==> src/rtl/jbi_iob_rptr_skid_pkg.sv <==
// Shared types and constants for the JBI-to-IOB repeater skid buffer.
package jbi_iob_rptr_skid_pkg;

  localparam int unsigned JBI_IOB_RPTR_WIDTH = 136;

  typedef enum logic [1:0] {
    StEmpty = 2'd0,
    StOne   = 2'd1,
    StTwo   = 2'd2
  } state_e;

endpackage

==> src/rtl/rptr_dffre.sv <==
// Width-wide flop with synchronous active-high reset and load enable.
module rptr_dffre #(
  parameter int unsigned Width = 1
) (
  input  logic             clk,
  input  logic             rst,
  input  logic             en,
  input  logic [Width-1:0] d,
  output logic [Width-1:0] q
);

  always_ff @(posedge clk) begin
    if (rst) begin
      q <= '0;
    end else if (en) begin
      q <= d;
    end
  end

endmodule

==> src/rtl/jbi_iob_rptr_skid.sv <==
// Two-entry repeater between JBI and IOB: main entry drives sig_buf, skid absorbs
// the beat that arrives while the registered stall_out is still low.
module jbi_iob_rptr_skid
  import jbi_iob_rptr_skid_pkg::*;
#(
  parameter int unsigned WIDTH = JBI_IOB_RPTR_WIDTH
) (
  input  logic             clk,
  input  logic             rst,
  input  logic             sig_vld,
  input  logic [WIDTH-1:0] sig,
  output logic             stall_out,
  output logic             sig_buf_vld,
  output logic [WIDTH-1:0] sig_buf,
  input  logic             stall_in
);

  state_e           state_q, state_d;
  logic             stall_q, vld_q;
  logic             accept, consume;
  logic             main_en, skid_en;
  logic [WIDTH-1:0] main_d, skid_q;

  assign accept      = sig_vld & ~stall_q;
  assign consume     = vld_q & ~stall_in;
  assign stall_out   = stall_q;
  assign sig_buf_vld = vld_q;

  always_comb begin
    state_d = state_q;
    main_en = 1'b0;
    skid_en = 1'b0;
    main_d  = sig;
    unique case (state_q)
      StEmpty: begin
        if (accept) begin
          state_d = StOne;
          main_en = 1'b1;
        end
      end
      StOne: begin
        if (accept && consume) begin
          main_en = 1'b1;
        end else if (accept) begin
          state_d = StTwo;
          skid_en = 1'b1;
        end else if (consume) begin
          state_d = StEmpty;
        end
      end
      StTwo: begin
        if (consume) begin
          state_d = StOne;
          main_en = 1'b1;
          main_d  = skid_q;
        end
      end
      default: state_d = StEmpty;
    endcase
  end

  // Stall and valid are flopped from the next state so stall_in never reaches stall_out.
  always_ff @(posedge clk) begin
    if (rst) begin
      state_q <= StEmpty;
      stall_q <= 1'b0;
      vld_q   <= 1'b0;
    end else begin
      state_q <= state_d;
      stall_q <= (state_d == StTwo);
      vld_q   <= (state_d != StEmpty);
    end
  end

  rptr_dffre #(
    .Width(WIDTH)
  ) u_main (
    .clk(clk),
    .rst(rst),
    .en (main_en),
    .d  (main_d),
    .q  (sig_buf)
  );

  rptr_dffre #(
    .Width(WIDTH)
  ) u_skid (
    .clk(clk),
    .rst(rst),
    .en (skid_en),
    .d  (sig),
    .q  (skid_q)
  );

endmodule

==> config.mk <==
export PLATFORM = sky130hd
export DESIGN_NAME = jbi_iob_rptr_skid
export DESIGN_NICKNAME = d
export VERILOG_FILES = /design/src/rtl/jbi_iob_rptr_skid_pkg.sv /design/src/rtl/rptr_dffre.sv /design/src/rtl/jbi_iob_rptr_skid.sv
export SDC_FILE = /design/constraint.sdc
export NUM_CORES = 1
export LEC_CHECK = 0
export ABC_AREA = 1
export CORE_AREA = 2 2 205 207
export CTS_CLUSTER_DIAMETER = 100
export CTS_CLUSTER_SIZE = 24
export DETAILED_ROUTE_END_ITERATION = 16
export DIE_AREA = 0 0 207 209
export DONT_BUFFER_PORTS = 1
export PLACE_DENSITY = 0.51
export RECOVER_POWER = 100
export SYNTH_ARGS = -nofsm -noshare
export SYNTH_HDL_FRONTEND = slang
export SYNTH_SLANG_ARGS = --single-unit
==> constraint.sdc <==
create_clock -name clk -period 1.4 [get_ports clk]
set_input_delay 0.14 -clock clk [delete_from_list [all_inputs] [get_ports clk]]
set_output_delay 0.14 -clock clk [all_outputs]
set_load 0.01 [all_outputs]
======== Yosys cells after proc, flatten, opt, wreduce, memory -nomap -nowiden ========
Cells that the tools add are included.
storage, ports and cells
  latch bits .............................. 0
  word-level logic and storage cells ...... 29
  ROM bits ................................ 0
  memory bits (writable) .................. 0
  register bits ........................... 276
  bits of input ports ..................... 140
  memories kept ........................... 0
operators by class
  eq/ne operators ......................... 3
  div/mod/pow operators ................... 0
  magnitude comparators ................... 0
  muxes and demuxes ....................... 14
  bitwise logic cells ..................... 4
  add/subtract/negate cells ............... 0
  multipliers ............................. 0
  reduce and logical (&&, ||, !) cells .... 3
  shift-type cells ........................ 0
operator list
  kind                                                              number
  136-bit 2-to-1 mux                                                2
  2-bit 2-to-1 mux                                                  5
  2-bit case mux with 3 select lines                                1
  1-bit 2-to-1 mux                                                  5
  2-bit == test (second input constant)                             2
  1-bit case mux with 3 select lines                                1
  1-bit bitwise AND                                                 2
  2-bit by 1-bit == test with 1-bit output (second input constant)  1
  2-bit zero test                                                   1
  1-bit NOT                                                         2
  2-bit nonzero test                                                1
  1-bit logical AND                                                 1

======== Longest topological paths before layout ========
  word-level depth ........................ 7
  depth in mapped cells ................... 10
  depth with buffers taken out ............ 8

======== Modules after synthesis ========
Synthesis repeated with hierarchy kept, for this count alone.
unflattened totals
  cells, all modules ...................... 2,210
  area total of the unflattened synthesis .. 13,217.7 um^2
by module, submodules not included
  module             area each (um^2)  cells each  instances
  rptr_dffre         5,510.3           861         2
  jbi_iob_rptr_skid  2,197.1           488         1

======== Least setup slack after synthesis ========
Ideal clock, no wire load.
  path kind ............................... register to register
  start ................................... reg vld_q (netlist: sig_buf_vld)
  end ..................................... reg u_main.q[108]
  slack ................................... 0.063 ns
  arrival ................................. 1.224 ns
  cell stages (with the launch flop) ...... 11
  required time ........................... 1.287 ns
  setup time .............................. 0.113 ns
  cells stage by stage .................... dfxtp_1 > inv_1 > nor2_1 > nand2_1 > buf_2 > buf_6 > buf_6 > nand2_1 > nand2_1 > nor2_1 > nor2_1
between the ends
  cells in the longest elaborated chain, start to end .. 4
RTL lines
  what                                RTL line                 source
  start: declaration                  jbi_iob_rptr_skid.sv:19  logic stall_q, vld_q;
  start signal: assignment            jbi_iob_rptr_skid.sv:71  vld_q <= (state_d != StEmpty);
  1-bit bitwise AND (*)               jbi_iob_rptr_skid.sv:25  assign consume = vld_q & ~stall_in;
  1-bit logical AND                   jbi_iob_rptr_skid.sv:42  if (accept && consume) begin
  1-bit 2-to-1 mux                    jbi_iob_rptr_skid.sv:42
  1-bit case mux with 3 select lines  jbi_iob_rptr_skid.sv:34  unique case (state_q)
  end signal: assignment              rptr_dffre.sv:14         q <= '0;
  end signal: assignment              rptr_dffre.sv:16         q <= d;
  end: declaration                    rptr_dffre.sv:9          output logic [Width-1:0] q
Mark *: on every way between the ends. The rest lies on a longest branch, timed or not.
A chain may end at the register's enable or synchronous reset.

======== Worst setup path after layout ========
  start ................................... reg state_q[0]
  end ..................................... reg u_main.q[17]
between the ends
  cells in the longest elaborated chain, start to end .. 2
RTL lines
  what                                                                      RTL line                 source
  start: declaration                                                        jbi_iob_rptr_skid.sv:18  state_e state_q, state_d;
  start signal: assignment                                                  jbi_iob_rptr_skid.sv:65  state_q <= StEmpty;
  start signal: assignment                                                  jbi_iob_rptr_skid.sv:69  state_q <= state_d;
  2-bit == test, or another cell as far along                               jbi_iob_rptr_skid.sv:34
  1-bit case mux with 3 select lines or 136-bit 2-to-1 mux (tied branches)  jbi_iob_rptr_skid.sv:34
Several ways; a longest one is shown, not always the timed one.

==> results.md <==
- Status: complete, but fails checks
- Failing checks: setup timing
- Max Freq: 667.7 MHz
- Post-synthesis cell type count: 15
- Buffers on Ports: 0
- Post-synthesis instance area: 12,190 um2
- Synthesized net count: 2,061
- Final HPWL DP: 22,800 um
- Most numerous cell in the Yosys netlist: nand2_1
- Max transition margin: 73.82%
- Fin worst setup slack: -97.68 ps
- WL per Instance: 14.60 um
- Final total power: 18,350 uW
- Post-synth EDFFs: 0
- Root Buffer: clkbuf_16
- Pwr/cell area: 1088 nW/um2
- Slew Limit Fails: 0
- Crit-path max cell delay: 370 ps
- Final Hold Viols: 0
- Number of remaining DRC errors: 0
- IO Pins: 278
- GRT Overall Usage: 16.03%
- Post-synth ARST share: 0%
- Initial Util: 29.52%
- NumNets Final: 2,237
- Drt first-iter violations: 666
- CTS buffer count: 15
- Drt total wl: 38,540 um
- CP arrival: 1950 ps
- Hold slack: 94.48 ps
- Max cap viols: 0
- Clk_lat worst skew: 520 ps
- FF+latch count, synth: 276
- Top post-synthesis cells by count: nand2_1, nor2_1, dfxtp_1, inv_1, o21ai_0
- Clock slew at reported path FFs: 100 ps
- Maximum vdd drop: 0.0007874 V
- TNS Setup: -4740 ps
- Vias in the first global route: 11,020
- Share of layout cells above drive strength 1: 16.33%
- Drt pass-1 iters: 5
- DR vias/cell: 4.417
- Period utilization: 107.0%
- Total gr overflow: 0
- Synth area leaders: dfxtp_1, nand2_1, nor2_1, o21ai_0, inv_1
- Syn Inst Count: 1,921
- CP cell instances: buf_6 -> inv_2 -> nand2_2 -> nor2_4 -> buf_6 -> buf_12 -> clkbuf_16 -> nand2_1 -> nand2_1 -> nor2_1 -> nor2_1
- Largest net degree at the start of global routing: 71
- RSZ-0062 raised after global routing: true
- Core area: 41,290 um2
- Endpoints failing setup: 144
- Total number of vias: 11,660
- Synth warn: 0
- Main flop type after synthesis: dfxtp_1
- Initial antenna violation count: 0
- H-tree levels: 1
- Sequential share of the synthesized area: 45.32%
- Fill cell count: 4,241
- Critical path endpoint category: register
- First-pass GRT wire length: 57,550 um
- Row count: 75
- CP required: 1860 ps
- Final Skew: 14.16 ps
- CTS tree: built
- Post-synth top area share: 45.32%
- Critical Path Source Type: register
- DIE HEIGHT: 209 um
- Crit-path max FO: 8
- Area Overhead vs Synth: 38.29%
- Tmin final: 1498 ps
- Leakage: 0.008234 uW
- GPL Wtd Cong: 0.7971
- Syn_area_per_cell: 6.346 um2
- Critical Setup Path Class: register to register
- Slowest stage cell, crit path: dfxtp_4
- Min-delay worst type: primary input to register
- Reg-to-reg slack, setup: -100 ps
- Die X-Extent: 207 um
- Ant diodes: 0
- CTS Sinks: 276
- Die Footprint: 43,260 um2
- CTS max path bufs: 3
- Dominant cell type by area after synthesis: dfxtp_1
- Pin slew with the least headroom to its limit: 392.8 ps
- Antenna viol nets, final: 0
[final timing paths]
kind | start | to | cells after the start
max reg2reg | state_q[0]$_SDFF_PP0_ | u_main.q[17]$_SDFFE_PP0P_ | 11
min | stall_in | state_q[1]$_SDFF_PP0_ | 7
max | state_q[0]$_SDFF_PP0_ | u_main.q[17]$_SDFFE_PP0P_ | 11
min reg2reg | u_skid.q[27]$_SDFFE_PP0P_ | u_skid.q[27]$_SDFFE_PP0P_ | 2
[through the flow]
stage	setup WS [ps]	std cells	cell area, um2	utilization (%)
6_report	-97.68	2640	16860	40.83
4_1_cts	-70.15	2612	15660	37.92
2_1_floorplan	62.82	1921	12190	-
3_5_place_dp	-144.3	2434	13270	32.13
3_3_place_gp	-104.1	2434	13270	32.13
5_1_grt	-206.3	2640	16860	40.83
[cell usage in the layout (no fill, tap or decap), types with 2 or more instances in the layout]
cell | synthesis | routed
o21ai_2 | 0 | 8
nor2_4 | 1 | 15
clkbuf_16 | 0 | 41
nor2_1 | 548 | 447
o21ai_1 | 6 | 36
inv_6 | 0 | 2
dfxtp_1 | 276 | 273
nand2_1 | 692 | 630
buf_16 | 0 | 7
nor2_2 | 1 | 88
nand2_4 | 1 | 17
inv_2 | 2 | 3
buf_6 | 30 | 28
nand2_2 | 0 | 45
buf_4 | 8 | 31
dlygate4sd3_1 | 0 | 137
clkbuf_1 | 44 | 2
o21ai_0 | 130 | 92
buf_8 | 0 | 8
inv_1 | 144 | 140
dfxtp_2 | 0 | 2
buf_12 | 0 | 39
[state kept, by name, indices dropped and copies added (netlist names)]
signal / cells
sig_buf_vld: 1
stall_out: 1
state_q: 2
u_main.q: 136
u_skid.q: 136
[where the power goes]
part / internal (uW) / switching (uW)
clock: 2050 / 2750
combinational: 1980 / 2140
sequential: 8650 / 781
[what timing repair did]
| item | 4_1_cts | 5_1_grt |
|---|---|---|
| pin swaps | 34 | 64 |
| endpoints found under the setup margin | 256 | 272 |
| hold endpoints to repair | 272 | 0 |
| hold buffers | 137 | 0 |
| setup buffers | 13 | 3 |
| cloned | 7 | 28 |
| resized for setup | 87 | 226 |
[final cells by class]
cell class	instances	area, um2	share of cell area, %
Clock buffer	18	396.6	2.353
Clock inverter	3	21.27	0.1262
Inverter	146	563.0	3.340
Multi-Input combinational cell	1380	5971	35.42
Sequential cell	276	5532	32.81
Tap cell	539	674.4	4.000
Timing Repair Buffer	278	3701	21.95
[metal layers]
metal	part of all wire, %	track usage (%)	routed length [um]	up-vias
li1	-	-	-	6056
met1	47	20.89	18060	5304
met2	46	27.09	17830	274
met3	5.4	3.291	2094	28
met4	1.5	3.966	561	0
met5	0	0	0	-
[critical path: cells and delay by family, from the launching register on]
kind | cells | cell delay [ps]
buffers and inverters | 5 | 600
DFF | 1 | 370
and+or+nand+nor | 6 | 470
[logic make-up after synthesis]
| logic type | after synthesis | synth area share, % |
|---|---|---|
| simple gates | 1244 | 38.46 |
| compound gates | 136 | 5.583 |
| buf+inv | 265 | 10.63 |
| flops | 276 | 45.32 |
No activity file was read; power rests on OpenSTA's default activity.
